===== src/rtl/mux_rr_pkg.sv =====
// Shared types and constants for the round-robin 4:1 mux select controller.
package mux_rr_pkg;

  localparam int CH_NUM = 4;
  localparam int SEL_W  = 2;

  typedef enum logic {IDLE, HOLD} state_t;

  typedef logic [SEL_W-1:0] ch_idx_t;

  // Channel index after c, wrapping 3 -> 0.
  function automatic ch_idx_t ch_inc(input ch_idx_t c);
    return c + ch_idx_t'(1);
  endfunction

endpackage


===== src/rtl/rr_pick4.sv =====
// Rotating priority encoder: first set bit of req_i scanning from ptr_i upward, mod 4.
module rr_pick4
  import mux_rr_pkg::*;
(
  input  logic [CH_NUM-1:0] req_i,
  input  ch_idx_t           ptr_i,
  output ch_idx_t           pick_o,
  output logic              any_o
);

  always_comb begin
    ch_idx_t idx;
    idx    = ptr_i;
    pick_o = ptr_i;
    any_o  = |req_i;
    // Walk the offsets from farthest to nearest so the nearest request wins.
    for (int i = CH_NUM - 1; i >= 0; i--) begin
      idx = ptr_i + ch_idx_t'(i);
      if (req_i[idx]) pick_o = idx;
    end
  end

endmodule


===== src/rtl/mux_rr_sel_ctrl.sv =====
// Round-robin select controller feeding a 4:1 mux, with a one-deep valid/ready output register.
// Optional per-channel grant counters are enabled with `define MUX_RR_STATS_EN.
module mux_rr_sel_ctrl
  import mux_rr_pkg::*;
#(
  parameter int DATA_W    = 1,
  parameter int MAX_BURST = 1
) (
  input  logic              clk,
  input  logic              rst,
  input  logic [CH_NUM-1:0] in_valid,
  output logic [CH_NUM-1:0] in_ready,
  input  logic [DATA_W-1:0] in_data0,
  input  logic [DATA_W-1:0] in_data1,
  input  logic [DATA_W-1:0] in_data2,
  input  logic [DATA_W-1:0] in_data3,
  output logic [SEL_W-1:0]  sel,
  output logic              out_valid,
  input  logic              out_ready,
  output logic [DATA_W-1:0] out_data,
  output logic [SEL_W-1:0]  out_ch
`ifdef MUX_RR_STATS_EN
  ,
  output logic [63:0]       grant_cnt
`endif
);

  state_t            state_q, state_d;
  ch_idx_t           ptr_q, ptr_d;
  ch_idx_t           cur_q, cur_d;
  logic [3:0]        burst_q, burst_d;
  logic [DATA_W-1:0] data_q, data_d;
  ch_idx_t           ch_q, ch_d;

  ch_idx_t           rr_pick;
  logic              any_req;
  ch_idx_t           pick;
  logic              load;
  logic              burst_cont;
  logic              accept;
  logic [4:0]        burst_nxt;
  logic [DATA_W-1:0] lane;

  rr_pick4 u_pick (
    .req_i  (in_valid),
    .ptr_i  (ptr_q),
    .pick_o (rr_pick),
    .any_o  (any_req)
  );

  // The output register can be refilled in the same cycle it drains.
  assign load       = (state_q == IDLE) | out_ready;
  assign burst_nxt  = {1'b0, burst_q} + 5'd1;
  assign burst_cont = (state_q == HOLD) && (burst_nxt < 5'(MAX_BURST)) && in_valid[cur_q];
  assign pick       = burst_cont ? cur_q : rr_pick;
  assign accept     = load & any_req & ~rst;
  assign in_ready   = accept ? (CH_NUM'(1) << pick) : '0;

  always_comb begin
    case (pick)
      2'd1:    lane = in_data1;
      2'd2:    lane = in_data2;
      2'd3:    lane = in_data3;
      default: lane = in_data0;
    endcase
  end

  always_comb begin
    state_d = state_q;
    ptr_d   = ptr_q;
    cur_d   = cur_q;
    burst_d = burst_q;
    data_d  = data_q;
    ch_d    = ch_q;
    if (load) begin
      if (any_req) begin
        state_d = HOLD;
        data_d  = lane;
        ch_d    = pick;
        ptr_d   = ch_inc(pick);
        if (burst_cont) begin
          burst_d = burst_q + 4'd1;
        end else begin
          cur_d   = pick;
          burst_d = '0;
        end
      end else begin
        state_d = IDLE;
      end
    end
  end

  always_ff @(posedge clk) begin
    if (rst) begin
      state_q <= IDLE;
      ptr_q   <= '0;
      cur_q   <= '0;
      burst_q <= '0;
      data_q  <= '0;
      ch_q    <= '0;
    end else begin
      state_q <= state_d;
      ptr_q   <= ptr_d;
      cur_q   <= cur_d;
      burst_q <= burst_d;
      data_q  <= data_d;
      ch_q    <= ch_d;
    end
  end

  assign out_valid = (state_q == HOLD);
  assign out_data  = data_q;
  assign out_ch    = ch_q;
  assign sel       = ch_q;

`ifdef MUX_RR_STATS_EN
  logic [CH_NUM-1:0][15:0] gcnt_q;

  function automatic logic [15:0] sat_inc16(input logic [15:0] v);
    return (v == 16'hFFFF) ? v : v + 16'd1;
  endfunction

  always_ff @(posedge clk) begin
    if (rst) begin
      gcnt_q <= '0;
    end else begin
      for (int i = 0; i < CH_NUM; i++) begin
        if (accept && (pick == ch_idx_t'(i))) gcnt_q[i] <= sat_inc16(gcnt_q[i]);
      end
    end
  end

  assign grant_cnt = gcnt_q;
`endif

endmodule


===== config.mk =====
export PLATFORM = sky130hd
export DESIGN_NAME = mux_rr_sel_ctrl
export DESIGN_NICKNAME = d
export VERILOG_FILES = /design/src/rtl/mux_rr_pkg.sv /design/src/rtl/rr_pick4.sv /design/src/rtl/mux_rr_sel_ctrl.sv
export SDC_FILE = /design/constraint.sdc
export NUM_CORES = 1
export LEC_CHECK = 0
export BUFFER_PORTS_ARGS = -buffer_cell sky130_fd_sc_hd__buf_2
export CORE_MARGIN = 3
export CORE_UTILIZATION = 49
export DETAILED_ROUTE_END_ITERATION = 12
export PLACE_DENSITY = 0.77
export SLEW_MARGIN = 20
export SYNTH_ARGS = -nofsm -noshare
export SYNTH_HDL_FRONTEND = slang
export SYNTH_SLANG_ARGS = --single-unit

===== constraint.sdc =====
create_clock -name clk -period 3.6 [get_ports clk]
set_input_delay 0.36 -clock clk [delete_from_list [all_inputs] [get_ports clk]]
set_output_delay 0.36 -clock clk [all_outputs]
set_load 0.1 [all_outputs]

==> results of run 1 <==
metal layers:
layer | vias up | global-route usage, %
met5 | - | 0
met4 | 0 | 10.5
met3 | 5 | 4.78
met2 | 17 | 31.6
met1 | 314 | 24.5
li1 | 351 | -
worst reg2reg max path, stage by stage, from the launching register on:
cell,delay (ns)
dfxtp_1,0.33
ha_1,0.29
nor4bb_1,0.54
o211ai_1,0.26
a32oi_2,0.41
inv_1,0.13
ha_1,0.22
a221oi_1,0.25
o21ai_0,0.10
o21ai_0,0.07
a21oi_1,0.08
cells in the mapped netlist:
cell	number
o41ai_4	1
and2_1	6
nand4_1	1
a211oi_1	2
dfxtp_1	12
nor3_1	1
mux4_2	1
nor2b_1	5
a21o_1	1
o21ai_0	3
a211oi_2	1
o21a_1	2
nand3b_1	1
mux2i_1	2
ha_1	4
o2111ai_1	1
and3_1	1
and3b_1	1
nor4_1	1
o211a_2	1
inv_2	1
nand2_1	4
nor4bb_1	1
clkbuf_1	2
o21ai_1	1
o211ai_1	1
nor2_1	8
inv_1	2
a221oi_1	1
a32oi_2	1
nand4b_1	1
nand3_1	1
buf_4	2
a21oi_1	6
or3_1	1
nand2b_1	4
registers in the layout, summed over array words and instances (netlist names):
name,cells
burst_q,4
cur_q,2
out_ch,2
ptr_q,2
out_data,1
out_valid,1
final timing paths:
kind                                 start  cells after the start     endpoint
worst max-delay path            burst_q[0]                      8  in_ready[1]
worst min-delay path             out_ready                      4    out_valid
worst max register to register  burst_q[0]                     10     out_data
worst min register to register  burst_q[3]                      1   burst_q[3]
power breakdown:
part / internal, mW / switching (mW) / total, mW
sequential: 0.145 / 0.0111 / 0.156
combinational: 0.0515 / 0.147 / 0.199
clock: 0.0616 / 0.0499 / 0.112
total: 0.258 / 0.208 / 0.466
metrics by stage:
stage          setup slack, ns  power (mW)
6_report                 0.356       0.466
5_1_grt                  0.106       0.491
4_1_cts                  0.349       0.468
3_5_place_dp             0.679       0.357
3_3_place_gp             0.780       0.354
2_1_floorplan            0.267       0.325
final cells by class:
type | count | area share [%]
Timing Repair Buffer | 21 | 12.0
Multi-Input combinational cell | 66 | 53.8
Inverter | 3 | 1.26
Clock buffer | 4 | 4.04
Sequential cell | 12 | 26.8
Tap cell | 15 | 2.09
kinds of logic after synthesis:
kind of cell / count (synthesis)
AO/OA/AOI/OAI: 22
adder cells (fa/ha/maj): 4
buffers and inverters: 7
flip-flops: 12
multiplexers: 3
AND/OR/NAND/NOR: 37
==> summary.md, run 1 <==
| Metric | Value |
|---|---|
| Final ANT Viol Nets | `0` |
| Dominant cells by area after synthesis | `dfxtp_1 32%, ha_1 6.6%, and2_1 5.0%` |
| Final period util | `90.1%` |
| CTS Root Cell | `clkbuf_4` |
| Setup TNS | `0 ns` |
| CTS clk-pin slew, worst paths | `0.07 ns` |
| First-pass GRT wire length | `2840 µm` |
| DR pass1 iterations | `4` |
| Die width | `45.2 µm` |
| Main combinational cell family by area after synthesis | `simple AND/OR/NAND/NOR gates` |
| FF+latch count, synth | `12` |
| Post-synthesis cell area | `754 µm²` |
| Met3 wire len | `100 µm` |
| Crit path DAT | `2.88 ns` |
| Synth Area in Simple Gates | `27.7%` |
| Setup Viol. Count Final | `0` |
| Most common cell after layout, fill and taps aside | `buf_2` |
| Total of warnings raised by yosys | `0` |
| Avg Cell Area, Syn | `8.88 µm²` |
| Worst min path class | `in -> reg` |
| Hpwl dp | `1240 µm` |
| Final Hold Violating Endpoints | `0` |
| Multi-input gate area | `483 µm²` |
| Least-Margin Pin Slew | `0.591 ns` |
| Initial antenna violation count | `0` |
| Slowest Stage Delay on Critical Path | `0.54 ns` |
| Slew headroom | `60.1%` |
| Post-synth cell types | `36` |
| H-tree depth | `1` |
| Syn Nets | `100` |
| Most frequent cells in the layout | `20 x buf_2, 12 x dfxtp_1, 7 x nor2_1` |
| Fin crit period | `3.24 ns` |
| Die height | `45.2 µm` |
| Final non-filler cell area | `897 µm²` |
| Filler cells | `122` |
| Fmax | `308 MHz` |
| WL final | `1600 µm` |
| Total track usage | `19.9%` |
| Worst path cell trace | `ha_1 > nor4bb_1 > o211ai_1 > a32oi_2 > inv_1 > ha_1 > and2_1 > buf_2` |
| Clock Latency Late Sink | `0.28 ns` |
| Worst Skew | `0.00591 ns` |
| Final Core Density | `65.7%` |
| Setup slack, reg-to-reg | `0.80 ns` |
| Synth area leader | `dfxtp_1` |
| Die area | `2050 µm²` |
| M1 WL | `719 µm` |
| Max IR drop VDD | `0.342 mV` |
| Adder-Cell Fraction of Synth Area | `6.63%` |
| Drt wl/cell | `13.2 µm` |
| First DRT Iteration DRCs | `8` |
| Cell Count, Final, Fillers Out | `121` |
| Post-CTS sizing | `0` |
| Diode count | `0` |
| Status | `finished, final reports clean` |
| CTS Buf Count | `3` |
| Post-Synth XOR/XNOR Area | `0%` |
| Nets@finish | `122` |
| Setup CP Type | `reg -> out` |
| Cell Area, Placed | `861 µm²` |
| Seq. cell area | `240 µm²` |
| PD cells | `520 nW/µm²` |
| Worst-path fanout max | `6` |
| I/O Buffers | `20` |
| Slowest cell on the critical path | `nor4bb_1` |
| Routed vias | `687` |
| Site Rows | `13` |
| Metal2 WL | `743 µm` |
| Post-Syn Instances | `85` |
| DRC | `0` |
| Layout area overhead | `18.9%` |
| Max Buffers Root-to-Sink | `2` |
| CORE AREA | `1370 µm²` |
| CTS tree | `yes` |
| Crit path required time | `3.24 ns` |
| Worst path bufs/invs | `2` |
| Most common cell on crit path | `ha_1` |
| Largest net degree at the start of global routing | `14` |
| # clock sinks | `12` |
| Setup Buffers After CTS | `0` |
| Max-cap check violation count | `0` |
| Compound-Gate Fraction of Synth Area | `23.7%` |
| Initial Util | `55.2%` |
| Pleak | `0.409 nW` |
| DR vias/cell | `5.68` |
| CTS Hold Bufs | `0` |
| Vias in the first global route | `652` |
| Sequential share of the synthesized area | `31.8%` |
| I/O pins | `21` |
| Multiplexer share of the synthesized area | `5.64%` |
| CP Launch Type | `flop` |
| Yosys top cell area share | `31.8%` |
| Critical path's top delay family | `simple AND/OR/NAND/NOR gates` |
| Layout cells sized above 1 | `30.2%` |
| Total gr overflow | `0` |
| GP Congestion | `0.783` |
| Final slew viol count | `0` |
| Hold_ws | `0.334 ns` |
| DR top layer | `met4` |
| Crit end category | `output port` |
| Placed Cells | `117` |
| RSZ-0062 raised after global routing | `false` |
No activity file was read; power rests on OpenSTA's default activity.
==> inputs of run 2 (changes only) <==
--- a/config.mk
+++ b/config.mk
@@ -10,6 +10,7 @@
 export CORE_UTILIZATION = 49
 export DETAILED_ROUTE_END_ITERATION = 12
 export PLACE_DENSITY = 0.77
+export SKIP_LAST_GASP = 1
 export SLEW_MARGIN = 20
 export SYNTH_ARGS = -nofsm -noshare
 export SYNTH_HDL_FRONTEND = slang
==> constraint.sdc (replaced) <==
create_clock -name clk -period 3.6 [get_ports clk]
set_input_delay 0.18 -clock clk [delete_from_list [all_inputs] [get_ports clk]]
set_output_delay 0.18 -clock clk [all_outputs]
set_load 0.1 [all_outputs]
==> summary.md, run 2 (synthesis results as in run 1) <==
| Metric | Value |
|---|---|
| DRC | `0 (unchanged)` |
| Number of cells on the worst reg-to-reg path | `10 (unchanged)` |
| Final slew viol count | `0 (unchanged)` |
| Worst min path class | `in -> reg (unchanged)` |
| I/O Buffers | `20 (unchanged)` |
| Diode count | `0 (unchanged)` |
| CTS clk-pin slew, worst paths | `0.08 ns (was 0.07 ns)` |
| Worst hold stages | `4 (unchanged)` |
| Filler cells | `132 (was 122)` |
| Post-CTS sizing | `0 (unchanged)` |
| Drt wl/cell | `13.0 µm (was 13.2 µm)` |
| Max-cap check violation count | `0 (unchanged)` |
| DR vias/cell | `5.69 (was 5.68)` |
| Vias in the first global route | `655 (was 652)` |
| Site Rows | `13 (unchanged)` |
| Reg with most FFs | `burst_q (unchanged)` |
| Crit path DAT | `2.84 ns (was 2.88 ns)` |
| Total track usage | `17.7% (was 19.9%)` |
| Final period util | `84.0% (was 90.1%)` |
| Status | `finished, final reports clean (unchanged)` |
| Fmax | `331 MHz (was 308 MHz)` |
| First-pass GRT wire length | `2700 µm (was 2840 µm)` |
| Seq. cell area | `240 µm² (unchanged)` |
| Max IR drop VDD | `0.389 mV (was 0.342 mV)` |
| Die area | `2050 µm² (unchanged)` |
| Number of flip-flops in the largest register | `4 (unchanged)` |
| GP Congestion | `0.780 (was 0.783)` |
| Least-Margin Pin Slew | `0.572 ns (was 0.591 ns)` |
| Die height | `45.2 µm (unchanged)` |
| Total gr overflow | `0 (unchanged)` |
| Total Power | `0.461 mW (was 0.466 mW)` |
| CP Launch Type | `flop (unchanged)` |
| Layout cells sized above 1 | `29.2% (was 30.2%)` |
| Die width | `45.2 µm (unchanged)` |
| Worst-path fanout max | `6 (unchanged)` |
| Setup CP Type | `reg -> out (unchanged)` |
| Most common cell after layout, fill and taps aside | `buf_2 (unchanged)` |
| I/O pins | `21 (unchanged)` |
| # clock sinks | `12 (unchanged)` |
| CTS Buf Count | `3 (unchanged)` |
| Clock Latency Late Sink | `0.27 ns (was 0.28 ns)` |
| Slew headroom | `61.3% (was 60.1%)` |
| First DRT Iteration DRCs | `12 (was 8)` |
| Hpwl dp | `1230 µm (was 1240 µm)` |
| CTS Hold Bufs | `0 (unchanged)` |
| Final Hold Violating Endpoints | `0 (unchanged)` |
| Layout area overhead | `18.6% (was 18.9%)` |
| PD cells | `515 nW/µm² (was 520 nW/µm²)` |
| Multi-input gate area | `480 µm² (was 483 µm²)` |
| DR pass1 iterations | `4 (unchanged)` |
| Fin crit period | `3.02 ns (was 3.24 ns)` |
| Largest net degree at the start of global routing | `14 (unchanged)` |
| Pleak | `0.409 nW (about the same)` |
| Initial antenna violation count | `0 (unchanged)` |
| CORE AREA | `1370 µm² (unchanged)` |
| H-tree depth | `1 (unchanged)` |
| Initial Util | `55.2% (unchanged)` |
| CTS Root Cell | `clkbuf_4 (unchanged)` |
| WL final | `1570 µm (was 1600 µm)` |
| Most frequent cells in the layout | `20 x buf_2, 12 x dfxtp_1, 8 x nor2_1 (was 20 x buf_2, 12 x dfxtp_1, 7 x nor2_1)` |
| Crit end category | `output port (unchanged)` |
| Final ANT Viol Nets | `0 (unchanged)` |
| Worst Skew | `0.00114 ns (was 0.00591 ns)` |
| Nets@finish | `122 (unchanged)` |
| Setup Viol. Count Final | `0 (unchanged)` |
| Setup TNS | `0 ns (unchanged)` |
| RSZ-0062 raised after global routing | `false (unchanged)` |
| CTS tree | `yes (unchanged)` |
| Setup Buffers After CTS | `0 (unchanged)` |
| Max Buffers Root-to-Sink | `2 (unchanged)` |
| Routed vias | `688 (was 687)` |
| Crit path required time | `3.42 ns (was 3.24 ns)` |
[run 2: cell count changes in the layout (fill, tap and decap cells not counted)]
cell and delta:
nor2_1 +1, nor2_2 -1
[run 2: layout make-up]
| type | count | area share, % |
|---|---|---|
| clock buffers | 4 | 4.06 |
| inverters | 3 | 1.26 |
| multi-input cells | 66 | 53.7 |
| flip-flops and latches | 12 | 26.9 |
| well taps | 15 | 2.10 |
| repair buffers | 21 | 12.0 |
[run 2: per-layer routing]
| layer | GRT usage, % | vias to the layer above | share of wire [%] |
|---|---|---|---|
| met4 | 8.77 | 0 | 0.70 |
| met1 | 23.7 | 318 | 48 |
| li1 | - | 352 | - |
| met2 | 27.7 | 16 | 46 |
| met3 | 2.39 | 2 | 4.8 |
| met5 | 0 | - | 0 |
[run 2: path summary, 6_finish.rpt]
path | from | endpoint | slack, ns
worst max-delay path | burst_q[0] | in_ready[2] | 0.58
worst min-delay path | out_ready | out_valid | 0.17
worst max register to register | burst_q[0] | out_data | 0.82
worst min register to register | out_valid | out_valid | 0.49
[run 2: stage by stage]
stage                     area (µm²)  utilization [%]  hold slack [ns]  instances  worst slack, ns
after global routing             895             65.5            0.207        121            0.405
final                            895             65.5            0.170        121            0.578
after detailed placement         858             62.8            0.455        117            0.849
after global placement           858             62.8            0.453        117            0.972
after floorplan                  754                -            0.360         85            0.155
after CTS                        895             65.5            0.167        121            0.595
[run 2: critical path, cell delays in order (launching register included)]
cell,delay [ns]
dfxtp_1,0.32
ha_1,0.28
nor4bb_1,0.53
o211ai_1,0.27
a32oi_2,0.41
ha_1,0.23
and2_1,0.12
buf_2,0.42
[run 2: where the power goes]
part	total, mW	switching (mW)	internal [mW]
registers	0.156	0.0112	0.145
logic	0.198	0.146	0.0513
clock network	0.107	0.0458	0.0614
